--- config.mk ---
export PLATFORM = sky130hd
export DESIGN_NAME = if_stage_flat
export DESIGN_NICKNAME = d
export VERILOG_FILES = /design/src/rtl/if_stage_if.sv /design/src/rtl/if_stage.sv /design/src/flat_wrapper.sv
export SDC_FILE = /design/constraint.sdc
export NUM_CORES = 1
export LEC_CHECK = 0
export ABC_AREA = 1
export CORE_ASPECT_RATIO = 0.75
export CORE_MARGIN = 4
export CORE_UTILIZATION = 50
export CTS_BUF_LIST = sky130_fd_sc_hd__clkbuf_8
export CTS_CLUSTER_SIZE = 10
export DETAILED_ROUTE_END_ITERATION = 7
export DONT_BUFFER_PORTS = 1
export SYNTH_ARGS = -nofsm -noshare
export SYNTH_HDL_FRONTEND = slang
export SYNTH_SLANG_ARGS = --single-unit
--- constraint.sdc ---
create_clock -name clk -period 5.4 [get_ports clk]
set_clock_uncertainty 0.2 [all_clocks]
set_input_delay 0 -clock clk [delete_from_list [all_inputs] [get_ports clk]]
set_output_delay 0 -clock clk [all_outputs]
set_load 0.01 [all_outputs]
--- src/rtl/if_stage_if.sv ---
// rtl/if_stage_if.sv - fetch-stage control, instruction-memory and IF/ID bundle
interface if_stage_if;
   logic        stall_i;
   logic        flush_i;
   logic        redirect_i;
   logic [31:0] redirect_pc_i;
   logic [31:0] im_addr_o;
   logic [31:0] im_instr_i;
   logic [31:0] id_instr_o;
   logic [31:0] id_pc_o;
   logic [31:0] id_pc4_o;
   logic        id_valid_o;
   logic        misalign_o;
   logic [31:0] fetch_cnt_o;

   // fetch stage side
   modport master (
      input  stall_i, flush_i, redirect_i, redirect_pc_i, im_instr_i,
      output im_addr_o, id_instr_o, id_pc_o, id_pc4_o, id_valid_o,
             misalign_o, fetch_cnt_o
   );

   // hazard unit / ID stage / instruction memory side
   modport slave (
      output stall_i, flush_i, redirect_i, redirect_pc_i, im_instr_i,
      input  im_addr_o, id_instr_o, id_pc_o, id_pc4_o, id_valid_o,
             misalign_o, fetch_cnt_o
   );
endinterface

--- src/rtl/if_stage.sv ---
// rtl/if_stage.sv - MIPS instruction-fetch stage: PC register and IF/ID pipeline register
module if_stage #(
   parameter logic [31:0] RESET_PC = 32'h0000_0000
) (
   input logic      clk,
   input logic      rst,
   if_stage_if.master bus
);

   logic [31:0] pc_q;
   logic [31:0] pc4;
   logic [31:0] id_instr_q;
   logic [31:0] id_pc_q;
   logic [31:0] id_pc4_q;
   logic        id_valid_q;
   logic        misalign_q;
   logic [31:0] fetch_cnt_q;

   assign pc4 = pc_q + 32'd4;

   // instruction memory is combinational, so the address is the PC itself
   assign bus.im_addr_o   = pc_q;
   assign bus.id_instr_o  = id_instr_q;
   assign bus.id_pc_o     = id_pc_q;
   assign bus.id_pc4_o    = id_pc4_q;
   assign bus.id_valid_o  = id_valid_q;
   assign bus.misalign_o  = misalign_q;
   assign bus.fetch_cnt_o = fetch_cnt_q;

   // PC update: stall holds, redirect loads the word-aligned target, else PC+4
   always_ff @(posedge clk or posedge rst) begin
      if (rst) begin
         pc_q       <= RESET_PC;
         misalign_q <= 1'b0;
      end else if (bus.stall_i) begin
         misalign_q <= 1'b0;
      end else if (bus.redirect_i) begin
         pc_q       <= {bus.redirect_pc_i[31:2], 2'b00};
         misalign_q <= |bus.redirect_pc_i[1:0];
      end else begin
         pc_q       <= pc4;
         misalign_q <= 1'b0;
      end
   end

   // IF/ID register: stall holds, flush inserts a bubble, else capture the fetched word
   always_ff @(posedge clk or posedge rst) begin
      if (rst) begin
         id_instr_q  <= 32'd0;
         id_pc_q     <= 32'd0;
         id_pc4_q    <= 32'd0;
         id_valid_q  <= 1'b0;
         fetch_cnt_q <= 32'd0;
      end else if (bus.stall_i) begin
         id_valid_q  <= id_valid_q;
      end else if (bus.flush_i) begin
         id_instr_q  <= 32'd0;
         id_pc_q     <= 32'd0;
         id_pc4_q    <= 32'd0;
         id_valid_q  <= 1'b0;
      end else begin
         id_instr_q  <= bus.im_instr_i;
         id_pc_q     <= pc_q;
         id_pc4_q    <= pc4;
         id_valid_q  <= 1'b1;
         fetch_cnt_q <= fetch_cnt_q + 32'd1;
      end
   end

endmodule

--- src/flat_wrapper.sv ---
// flat-port wrapper written by rule: the top's interface ports become plain ports
module if_stage_flat 
#(
   parameter logic [31:0] RESET_PC = 32'h0000_0000
)
  (clk, rst, bus_stall_i, bus_flush_i, bus_redirect_i, bus_redirect_pc_i, bus_im_instr_i, bus_im_addr_o, bus_id_instr_o, bus_id_pc_o, bus_id_pc4_o, bus_id_valid_o, bus_misalign_o, bus_fetch_cnt_o);
  if_stage_if bus_i ();
  input logic clk;
  input logic rst;
  input wire logic [$bits(bus_i.stall_i)-1:0] bus_stall_i;
  input wire logic [$bits(bus_i.flush_i)-1:0] bus_flush_i;
  input wire logic [$bits(bus_i.redirect_i)-1:0] bus_redirect_i;
  input wire logic [$bits(bus_i.redirect_pc_i)-1:0] bus_redirect_pc_i;
  input wire logic [$bits(bus_i.im_instr_i)-1:0] bus_im_instr_i;
  output wire logic [$bits(bus_i.im_addr_o)-1:0] bus_im_addr_o;
  output wire logic [$bits(bus_i.id_instr_o)-1:0] bus_id_instr_o;
  output wire logic [$bits(bus_i.id_pc_o)-1:0] bus_id_pc_o;
  output wire logic [$bits(bus_i.id_pc4_o)-1:0] bus_id_pc4_o;
  output wire logic [$bits(bus_i.id_valid_o)-1:0] bus_id_valid_o;
  output wire logic [$bits(bus_i.misalign_o)-1:0] bus_misalign_o;
  output wire logic [$bits(bus_i.fetch_cnt_o)-1:0] bus_fetch_cnt_o;
  assign bus_i.stall_i = bus_stall_i;
  assign bus_i.flush_i = bus_flush_i;
  assign bus_i.redirect_i = bus_redirect_i;
  assign bus_i.redirect_pc_i = bus_redirect_pc_i;
  assign bus_i.im_instr_i = bus_im_instr_i;
  assign bus_im_addr_o = bus_i.im_addr_o;
  assign bus_id_instr_o = bus_i.id_instr_o;
  assign bus_id_pc_o = bus_i.id_pc_o;
  assign bus_id_pc4_o = bus_i.id_pc4_o;
  assign bus_id_valid_o = bus_i.id_valid_o;
  assign bus_misalign_o = bus_i.misalign_o;
  assign bus_fetch_cnt_o = bus_i.fetch_cnt_o;
  if_stage #(.RESET_PC(RESET_PC)) u_core (.clk(clk), .rst(rst), .bus(bus_i));
endmodule
## Yosys cells after proc, flatten, opt, wreduce, memory -nomap -nowiden

Index checks and enable logic that the tools add are counted.

| word-level totals | value |
|---|---|
| output and inout port bits | 162 |
| register bits | 162 |
| input bits | 69 |
| word-level logic and storage cells | 20 |

| operators by class | value |
|---|---|
| bitwise operators | 2 |
| add/sub/neg operators | 2 |
| reduce and logical (&&, ||, !) cells | 2 |
| muxes and demuxes | 7 |

Operators with widths:

| kind | number |
|---|---|
| two-way mux 32 bit | 4 |
| adder 32 x 1 -> 32 bit (second input constant) | 1 |
| adder 32 x 3 -> 32 bit (second input constant) | 1 |
| two-way mux 1 bit | 3 |
| inverter 1 bit | 2 |
| AND reduction 2 bit | 1 |
| OR reduction 2 bit | 1 |

## Depth between registers and ports, before layout

Gate-level depths: netlist of the first run.

| logic depth | value |
|---|---|
| word-level depth | 3 |
| depth in mapped cells | 10 |
| gate-level depth less buffers | 10 |

## Least setup slack after synthesis of the first run

No wires, ideal clock.

| timing path | value |
|---|---|
| path kind | reg-to-reg |
| start | reg u_core.pc_q[2], in the netlist u_core.bus.im_addr_o[2] |
| end | reg u_core.id_pc4_q[20], in the netlist u_core.bus.id_pc4_o[20] |
| stages on the path, launching flop included | 11 |
| period minus slack after synthesis | 1.731 ns |
| path buffers | 0 |
| library setup time | 0.117 ns |
| setup slack | 3.669 ns |
| required time | 5.083 ns |
| arrival time | 1.413 ns |
| cell sequence | dfrtp_1 > ha_1 > nand2_1 > nor2_1 > nand2_2 > nor2_2 > nand2_1 > nand2_1 > nand2_1 > nand2_1 > nand2_1 |

| between the ends | value |
|---|---|
| longest elaborated chain between the ends | 2 |

RTL lines:

| element | line | RTL |
|---|---|---|
| from (decl) | if_stage.sv:10 | `logic [31:0] pc_q;` |
| from (signal assigned) | if_stage.sv:38 | `pc_q <= {bus.redirect_pc_i[31:2], 2'b00};` |
| from (signal assigned) | if_stage.sv:41 | `pc_q <= pc4;` |
| adder 32 x 3 -> 32 bit | if_stage.sv:19 | `assign pc4 = pc_q + 32'd4;` |
| two-way mux 32 bit | if_stage.sv:56 | `end else if (bus.flush_i) begin` |
| to (signal assigned) | if_stage.sv:64 | `id_pc4_q <= pc4;` |
| to (decl) | if_stage.sv:14 | `logic [31:0] id_pc4_q;` |

Every way passes these cells.
A chain may end at the register's enable or synchronous reset.

==> qor.yml, run 1 <==
timing:
  clock.fmax_mhz: 354
  worst_slew_pin_slew_ps: 1040
  min_period_ps: 2830
  finalMaxSlewViolations: 0
  setup_violations: 0
  fin_setup_tns_ps: 0
  post-route-period-util_pct: 52.3
  timing.final.ws_setup_ps: 2570
  rsz0062_at_grt: "false"
  hold_viol: 0
  maxSlewHeadroom_pct: 30.7
critical_path:
  reg2reg_from: "u_core.bus.im_addr_o[2]"
  cp_common_cell: "dlygate4sd3_1"
  crit_family: "buffers and inverters"
  path_buf_inv: 5
  slowest_delay_ps: 640
  cp-end-kind: "flop"
  critPathSlowestCell: "nor2_2"
  crit_path_start_kind: "input pin"
  crit_required_ps: 5600
  critical_path_class: "input pin to flop"
  path_cells: "dlygate4sd3_1 -> buf_16 -> nor2_2 -> nand2_1 -> dlygate4sd3_1 -> o21ai_0 -> inv_1 -> nand2_1 -> dlygate4sd3_1"
  critPathMaxFanout: 98
  critical_path_arrival_ps: 3020
  worstSetupStartpoint: "bus_stall_i"
route:
  drtIter0Drc: 492
  viasPerCell: 5.37
  vias: 6354
  drt-wirelength-per-cell_um: 18.6
  firstDrtPassIters: 5
  wirelength_mm: 22.0
  ant_nets: 0
  remaining_drc_errors: 0
synthesis:
  yosysTopAreaCellShare_pct: 53.0
  avgSynthCellArea_um2: 8.45
  synth_ff_type: "dfrtp_1"
  syn_area_um2: 7410
  async_flop_share_pct: 100
  synth.largest_area_cell: "dfrtp_1"
  yosys.area_share.simple_pct: 25.4
  synthAdderAreaFrac_pct: 0.338
  netlist-cell-type-count: 32
  synth.mux.area_fraction_pct: 0
  synth_compound_area_share_pct: 10.8
  synth-xor-area-share_pct: 2.95
  synth-seq-cells: 157
  yosysWarnings: 0
  synthCells: 877
  synth_top_family_by_area: "simple AND/OR/NAND/NOR gates"
  yosysSeqAreaShare_pct: 53.0
  synth_area_leaders: "dfrtp_1, nand2_1, inv_1"
  synth_enable_flop_cells: 0
die:
  top_level_ports: 231
  dieArea_um2: 16900
  die_y_um: 113
  num_rows: 38
  die_x_um: 149
  initial_core_util_pct: 51.1
  core_area_um2: 14500
placed_design:
  placed_area_um2: 7510
  io_buffers: 0
  gp_congestion: 0.902
  hpwl_mm: 14.4
  detailedPlace.worstSlack_ps: 3210
pwr:
  fin_total_pwr_uw: 2870
  ir_drop_mv: 0.201
  powerDensity_nw_per_um2: 320
  p_leak_uw: 0.00447
clock_tree:
  cts_root_buf: "clkbuf_8"
  clockBufferDepth: 2
  postCtsSetupRepairBufs: 0
  hold_buffers: 104
  clock_latency_ps: 460
  cts.repair.resized: 0
  clock-sinks: 157
  htree_levels: 4
  cts_tree: "built"
  cts.reportedPaths.clkPinSlew_ps: 90
  numCtsBuffers: 17
final_layout:
  stdcell_area_um2: 8990
  final_common_cell: "nand2_1"
  regArea_um2: 3930
  multiInputGateArea_um2: 2940
  layout_common_cells: "nand2_1, dfrtp_1, dlygate4sd3_1"
  nets: 1040
  drive_above_1_share_pct: 6.42
  syn2layout_area_growth_pct: 21.3
  final.fill_count: 1249
global_routing:
  grt_overflow: 0
  first_global_vias: 6443
  grt_max_degree: 99
  grt_antenna_before_repair: 0
  grt_pass1_wl_mm: 34.8
  grt_usage_pct: 26.2
worst_hold_path:
  hold_path_class: "input pin to async pin"
job:
  maxCapViolCount: 0
status:
  outcome: "finished, final reports clean"
-- synth_stat cells (6+ instances only) --
master	number
nand2_1	303
dfrtp_1	157
inv_1	99
nor2_1	51
o21ai_0	51
a22o_1	39
nand3_1	35
o22ai_1	17
clkbuf_1	16
xor2_1	15
nor2_2	12
o21bai_1	12
nand4_1	11
xnor2_1	10
buf_2	8
buf_4	6
-- per-stage QoR --
| stage | utilization, % | cells | hold WS [ps] |
|---|---|---|---|
| 2_1_floorplan | - | 878 | -67.5 |
| 3_3_place_gp | 51.8 | 1045 | -128 |
| 3_5_place_dp | 51.8 | 1045 | -109 |
| 4_1_cts | 61.9 | 1181 | 0.136 |
| 5_1_grt | 62.0 | 1182 | 2.15 |
| 6_report | 62.0 | 1183 | 12.6 |
-- where the power goes --
group          internal (uW)  switching [uW]  total (uW)
clock network            432             479         911
registers               1300             224        1530
logic                    185             250         436
-- final timing paths --
| path | cells past startpoint | slack (ps) | end |
|---|---|---|---|
| hold reg to reg | 2 | 360 | u_core.bus.id_pc_o[10] |
| max in group asynchronous | 3 | 3560 | u_core.bus.id_pc4_o[26] |
| min in group clk | 2 | 20 | u_core.bus.id_instr_o[4] |
| setup / recovery | 9 | 2570 | u_core.bus.im_addr_o[24] |
| setup reg to reg | 11 | 2610 | u_core.bus.im_addr_o[28] |
| hold / removal | 2 | 10 | u_core.bus.id_pc_o[25] |
-- cell families (layout without fill, tap and decap cells) --
| group | count (synthesis) | count (layout) |
|---|---|---|
| AND/OR/NAND/NOR | 436 | 436 |
| flip-flops | 157 | 157 |
| buffers and inverters | 135 | 239 |
| AO/OA/AOI/OAI | 121 | 121 |
| XOR/XNOR | 25 | 25 |
| adder cells (fa/ha/maj) | 2 | 2 |
| other | 1 | 3 |
-- cell type report --
cell class                 instances  share of cell area [%]
timing repair buffer             106                    12.0
clock buffer                      18                    2.76
antenna                            1                  0.0278
clock inverter                    14                    1.78
tap                              200                    2.78
multi-input combinational        586                    32.7
sequential                       157                    43.7
inverter                         101                    4.29
-- state kept, by name, indices dropped and copies added, names as in the netlist --
register	cells
u_core.bus.fetch_cnt_o	32
u_core.bus.id_instr_o	32
u_core.bus.id_pc_o	31
u_core.bus.id_pc4_o	30
u_core.bus.im_addr_o	30
u_core.bus.id_valid_o	1
u_core.bus.misalign_o	1
-- per-layer routing --
metal	up-vias	global-route usage, %	part of all wire, %
met5	-	0	0
met2	255	40.4	45
met1	3103	35.2	43
met3	30	8.54	10
met4	0	8.86	1.8
li1	2966	-	-
(Power assumes the default switching activity.)
==> inputs of run 2 (changes only) <==
PLACE_DENSITY = 0.68   (was unset)
clock period = 2.3 ns   (was 5.4 ns; I/O delays follow)
==> run 2 against run 1 <==
  * Clock power is 130% higher
  * Critical path depth is 2 lower
  * Flip-flop and latch count stayed put
  * Wire length is 4.1% higher
  * Register-to-register slack worse by 2500 ps
  * Worst hold slack better by 26 ps
  * Sequential share of layout area is 0.41 points lower
==> qor.yml, run 2 (synthesized netlist as in run 1, its figures left out) <==
route:
  vias: 6452  # +1.5%
  drtIter0Drc: 454  # -7.7%
  remaining_drc_errors: 0  # unchanged
  viasPerCell: 5.42  # +0.95%
  ant_nets: 0  # unchanged
  wirelength_mm: 22.8  # +4.1%
  firstDrtPassIters: 8  # +3
  drt-wirelength-per-cell_um: 19.2  # +3.4%
critical_path:
  path_buf_inv: 5  # unchanged
  crit_required_ps: 2490  # -3110 ps
  critPathSlowestCell: "dlygate4sd3_1"
  cp_common_cell: "dlygate4sd3_1"
  critical_path_class: "input pin to flop"
  critical_path_arrival_ps: 2400  # -620 ps
  path_cells: "dlygate4sd3_1 -> buf_16 -> buf_16 -> nand2_1 -> dlygate4sd3_1 -> nand2_1 -> dlygate4sd3_1"
  crit_family: "buffers and inverters"
  critPathMaxFanout: 43  # -56%
  cp-end-kind: "flop"
  slowest_delay_ps: 620  # -20 ps
  crit_path_start_kind: "input pin"
die:
  initial_core_util_pct: 51.1  # unchanged
  top_level_ports: 231  # unchanged
  num_rows: 38  # unchanged
  die_y_um: 113  # unchanged
  dieArea_um2: 16900  # unchanged
  core_area_um2: 14500  # unchanged
  die_x_um: 149  # unchanged
clock_tree:
  cts_tree: "built"
  clockBufferDepth: 2  # unchanged
  cts_root_buf: "clkbuf_8"
  cts.reportedPaths.clkPinSlew_ps: 100  # about the same
  clock-sinks: 157  # unchanged
  clock_latency_ps: 450  # about the same
  numCtsBuffers: 17  # unchanged
  htree_levels: 4  # unchanged
  postCtsSetupRepairBufs: 0  # unchanged
global_routing:
  grt_max_degree: 95  # -4.0%
  gr-max-usage-layer: "met2"
  met3_usage_pct: 8.38  # -0.16 points
  grt_usage_pct: 26.9  # +0.72 points
  grt_antenna_before_repair: 1  # +1
  grt_overflow: 0  # unchanged
  first_global_vias: 6279  # -2.5%
  grt_pass1_wl_mm: 35.7  # +2.6%
  grt_use_met1_pct: 38.3  # +3.2 points
  met2_usage_pct: 40.9  # +0.48 points
final_layout:
  layout_common_cells: "nand2_1, dfrtp_1, dlygate4sd3_1"
  final.fill_count: 1206  # -3.4%
  drive_above_1_share_pct: 7.48  # +1.1 points
  nets: 1047  # +0.67%
  syn2layout_area_growth_pct: 22.5
  final_common_cell: "nand2_1"
  final-instance-count-excl-fill: 1190  # +0.59%
placed_design:
  placedCellCount: 1052  # +0.67%
  io_buffers: 0  # unchanged
  hpwl_mm: 14.5  # +0.57%
  gp_congestion: 0.876  # -2.9%
timing:
  rsz0062_at_grt: "false"
  post-route-period-util_pct: 95.9
  maxSlewHeadroom_pct: 65.6  # +35 points
  clock.fmax_mhz: 453
  hold_viol: 0  # unchanged
  finalMaxSlewViolations: 0  # unchanged
  fin_setup_tns_ps: 0  # unchanged
  min_period_ps: 2210
  worst_slew_pin_slew_ps: 516  # -524 ps
  setup_violations: 0  # unchanged
pwr:
  p_leak_uw: 0.00451  # +0.85%
  switching_share_pct: 34.5  # +1.3 points
  ir_drop_mv: 0.587  # +190%
  p_switching_uw: 2320  # +140%
  p_int_uw: 4390  # +130%
  pwr-share-clk_pct: 30.9  # -0.8 points
  seqPwrFrac_pct: 53.2  # about the same
  p_comb_share_pct: 15.9  # +0.7 points
  powerDensity_nw_per_um2: 739  # +130%
  fin_total_pwr_uw: 6710  # +130%
job:
  maxCapViolCount: 0  # unchanged
worst_hold_path:
  hold_path_class: "input pin to flop"
status:
  outcome: "finished, final reports clean"
## run 2: worst reg2reg max path, stage by stage (launching register included)
cell and delay, ps:
dfrtp_1 380, buf_4 190, inv_1 90, nor2_2 140, nand2_2 150, xor2_1 250, nand2_1 90, nand2_1 100
dlygate4sd3_1 570
## run 2: final cells by class
| cell class | count | area [um2] | area share [%] |
|---|---|---|---|
| clock inverter | 15 | 150 | 1.65 |
| timing repair buffer | 113 | 1190 | 13.1 |
| antenna | 1 | 2.50 | 0.0276 |
| tap | 200 | 250 | 2.76 |
| inverter | 101 | 384 | 4.23 |
| sequential | 157 | 3930 | 43.3 |
| clock buffer | 17 | 234 | 2.58 |
| multi-input combinational | 586 | 2940 | 32.4 |
## run 2: power by group through the flow
| stage | Combinational (uW) | Clock, uW | Sequential [uW] |
|---|---|---|---|
| floorplan | 676 | 0 | 3480 |
| global placement | 823 | 0 | 3610 |
| detailed placement | 839 | 0 | 3620 |
| CTS | 1040 | 2100 | 3560 |
| global route | 1200 | 2240 | 3610 |
| finish | 1070 | 2070 | 3570 |
## run 2: per-stage QoR
step                      cell area [um2]  hold WS [ps]  util (%)  setup WS, ps
after global placement               7590          -173      52.3           414
after global routing                 9080          4.72      62.6          2.92
after detailed placement             7590          -158      52.3           384
final                                9080          38.2      62.6          93.4
after CTS                            9040         0.644      62.3          58.0
after floorplan                      7420         -67.5         -           113
## run 2: timing repair
item                                   4_1_cts  5_1_grt
endpoints found under the hold margin      303        1
setup endpoints to repair                    0        8
resized for setup                            0        3
hold buffers                               103        1
## run 2: routing by layer
layer,up-vias,wire length (um)
li1,2982,-
met1,3106,10100
met2,337,9990
met3,27,2510
met4,0,282
met5,-,0
## run 2: worst paths after layout
path | start | to | slack (ps) | cells past startpoint
setup reg to reg | u_core.bus.im_addr_o[2] | u_core.bus.id_pc4_o[9] | 90 | 8
hold reg to reg | u_core.bus.id_pc4_o[11] | u_core.bus.id_pc4_o[11] | 360 | 2
hold / removal | bus_im_instr_i[6] | u_core.bus.id_instr_o[6] | 40 | 2
setup / recovery | bus_stall_i | u_core.bus.id_pc4_o[9] | 90 | 7
max in group asynchronous | rst | u_core.bus.id_pc_o[22] | 460 | 5
min in group asynchronous | rst | u_core.bus.id_instr_o[23] | 530 | 4
==> inputs of run 3 (changes only) <==
PLACE_DENSITY = unset   (was 0.68)
clock period = 2.75 ns   (was 2.3 ns; I/O delays follow)
==> run 3 against run 2 <==
  * Worst setup slack gained 47 ps
  * Non-clock buffer count shrank 2
  * First-iteration DRC count grew 21%
  * Wire length shrank 4.4%
  * Clock power shrank 15%
  * Critical path depth increased by 3
  * Cell count fell by 0.25%
  * Global-route usage shrank 0.91 points
  * Flip-flop and latch count is the same
  * Worst hold slack got worse by 6.7 ps
  * Cell area decreased by 0.18%
==> qor.yml, run 3 (synthesized netlist as in run 1, its figures left out) <==
placed_design:
  placed_area_um2: 7570  # -0.20%
  hpwl_mm: 14.5  # +0.56%
  gp_congestion: 0.877  # +0.13%
  io_buffers: 0  # unchanged
critical_path:
  critical_path_class: "input pin to flop"
  crit_family: "buffers and inverters"
  path_cells: "dlygate4sd3_1 -> buf_16 -> nor2_2 -> buf_4 -> nand2_1 -> dlygate4sd3_1 -> o21ai_0 -> inv_1 -> nand2_1 -> dlygate4sd3_1"
  path_buf_inv: 6  # +1
  r2r-end: "u_core.bus.im_addr_o[27]"
  r2r_cells: 10  # +2
  ff2ff_setup_slack_ps: 180  # +90 ps
  slowest_delay_ps: 620  # about the same
  reg2reg_from: "u_core.bus.im_addr_o[8]"
  path_depth: 10  # +3
  critical_path_arrival_ps: 2730  # +330 ps
  cp_common_cell: "dlygate4sd3_1"
  cp-end-kind: "flop"
  critPathMaxFanout: 98  # +130%
  critPathSlowestCell: "dlygate4sd3_1"
  crit_path_start_kind: "input pin"
  crit_required_ps: 2870  # +380 ps
route:
  vias: 6348  # -1.6%
  drtIter0Drc: 548  # +21%
  ant_nets: 0  # unchanged
  drt-wirelength-per-cell_um: 18.4  # -4.2%
  viasPerCell: 5.35  # -1.4%
  firstDrtPassIters: 5  # -3
  wirelength_mm: 21.8  # -4.4%
  remaining_drc_errors: 0  # unchanged
final_layout:
  layout_common_cells: "nand2_1, dfrtp_1, dlygate4sd3_1"
  antenna_cells_inserted: 0  # -1
  final_common_cell: "nand2_1"
  nets: 1045  # -0.19%
  syn2layout_area_growth_pct: 22.3
  stdcell_area_um2: 9060  # -0.18%
  drive_above_1_share_pct: 7.40  # -0.086 points
pwr:
  powerDensity_nw_per_um2: 620  # -16%
  ir_drop_mv: 0.408  # -30%
  p_leak_uw: 0.00450  # -0.26%
global_routing:
  grt_overflow: 0  # unchanged
  grt_max_degree: 99  # +4.2%
  grt_usage_pct: 26.0  # -0.91 points
  first_global_vias: 6340  # +0.97%
  grt_antenna_before_repair: 0  # -1
  grt_pass1_wl_mm: 34.5  # -3.3%
worst_hold_path:
  hold_path_class: "input pin to flop"
  holdPathStages: 2  # unchanged
  min_to: "u_core.bus.id_instr_o[16]"
  hold_start: "bus_im_instr_i[16]"
job:
  maxCapViolCount: 0  # unchanged
status:
  outcome: "finished, final reports clean"
clock_tree:
  clockBufferDepth: 2  # unchanged
  postCtsSetupRepairBufs: 0  # unchanged
  clock_latency_ps: 440  # about the same
  cts_root_buf: "clkbuf_8"
  cts_tree: "built"
  numCtsBuffers: 17  # unchanged
  htree_levels: 4  # unchanged
  clock-sinks: 157  # unchanged
  cts.reportedPaths.clkPinSlew_ps: 90  # about the same
die:
  initial_core_util_pct: 51.1  # unchanged
  num_rows: 38  # unchanged
  core_area_um2: 14500  # unchanged
  die_x_um: 149  # unchanged
  top_level_ports: 231  # unchanged
  die_y_um: 113  # unchanged
  dieArea_um2: 16900  # unchanged
timing:
  worst_slew_pin_slew_ps: 581  # +64.9 ps
  min_period_ps: 2610
  fin_setup_tns_ps: 0  # unchanged
  hold_viol: 0  # unchanged
  clock.fmax_mhz: 383
  post-route-period-util_pct: 94.9
  finalMaxSlewViolations: 0  # unchanged
  setup_violations: 0  # unchanged
  maxSlewHeadroom_pct: 61.3  # -4.3 points
  rsz0062_at_grt: "false"
[run 3: worst max path at each step]
stage,start,endpoint,slack (ps)
2_1_floorplan,rst,u_core.bus.fetch_cnt_o[0],560
3_3_place_gp,u_core.bus.im_addr_o[14],u_core.bus.id_pc4_o[31],700
3_5_place_dp,u_core.bus.im_addr_o[2],u_core.bus.im_addr_o[28],650
4_1_cts,u_core.bus.im_addr_o[2],u_core.bus.im_addr_o[20],90
5_1_grt,u_core.bus.im_addr_o[2],u_core.bus.im_addr_o[30],50
6_report,bus_stall_i,u_core.bus.im_addr_o[23],140
[run 3: layout make-up]
| cell class | count | area, um2 |
|---|---|---|
| timing repair buffer | 111 | 1150 |
| clock buffer | 17 | 234 |
| fill | 1262 | 5440 |
| clock inverter | 15 | 163 |
| sequential | 157 | 3930 |
| inverter | 101 | 384 |
| multi-input combinational | 586 | 2950 |
| tap | 200 | 250 |
[run 3: power breakdown]
group	internal (uW)	switching [uW]	total (uW)
combinational	376	501	877
clock	823	925	1750
sequential	2560	442	3000
total	3750	1870	5620
[run 3: stage by stage]
step           hold slack (ps)  cells  utilization [%]  setup WS, ps  total power (uW)
2_1_floorplan            -67.5    878                -           563              3480
3_3_place_gp              -199   1050             52.2           704              3700
3_5_place_dp              -193   1050             52.2           651              3720
4_1_cts                  0.623   1187             62.4          90.8              5650
5_1_grt                   8.83   1187             62.5          45.4              5910
6_report                  31.5   1187             62.5           140              5620
[run 3: layer usage]
layer,GRT usage (%),part of all wire [%],vias to the layer above
li1,-,-,2971
met1,33.8,42,3074
met2,40.8,46,273
met3,9.41,10,30
met4,8.49,1.9,0
met5,0,0,-
[run 3: what timing repair did]
action                                  in CTS  in global routing
hold buffers                               105                  0
hold endpoints to repair                   303                  0
endpoints found under the setup margin       0                  9
resized for setup                            0                  6
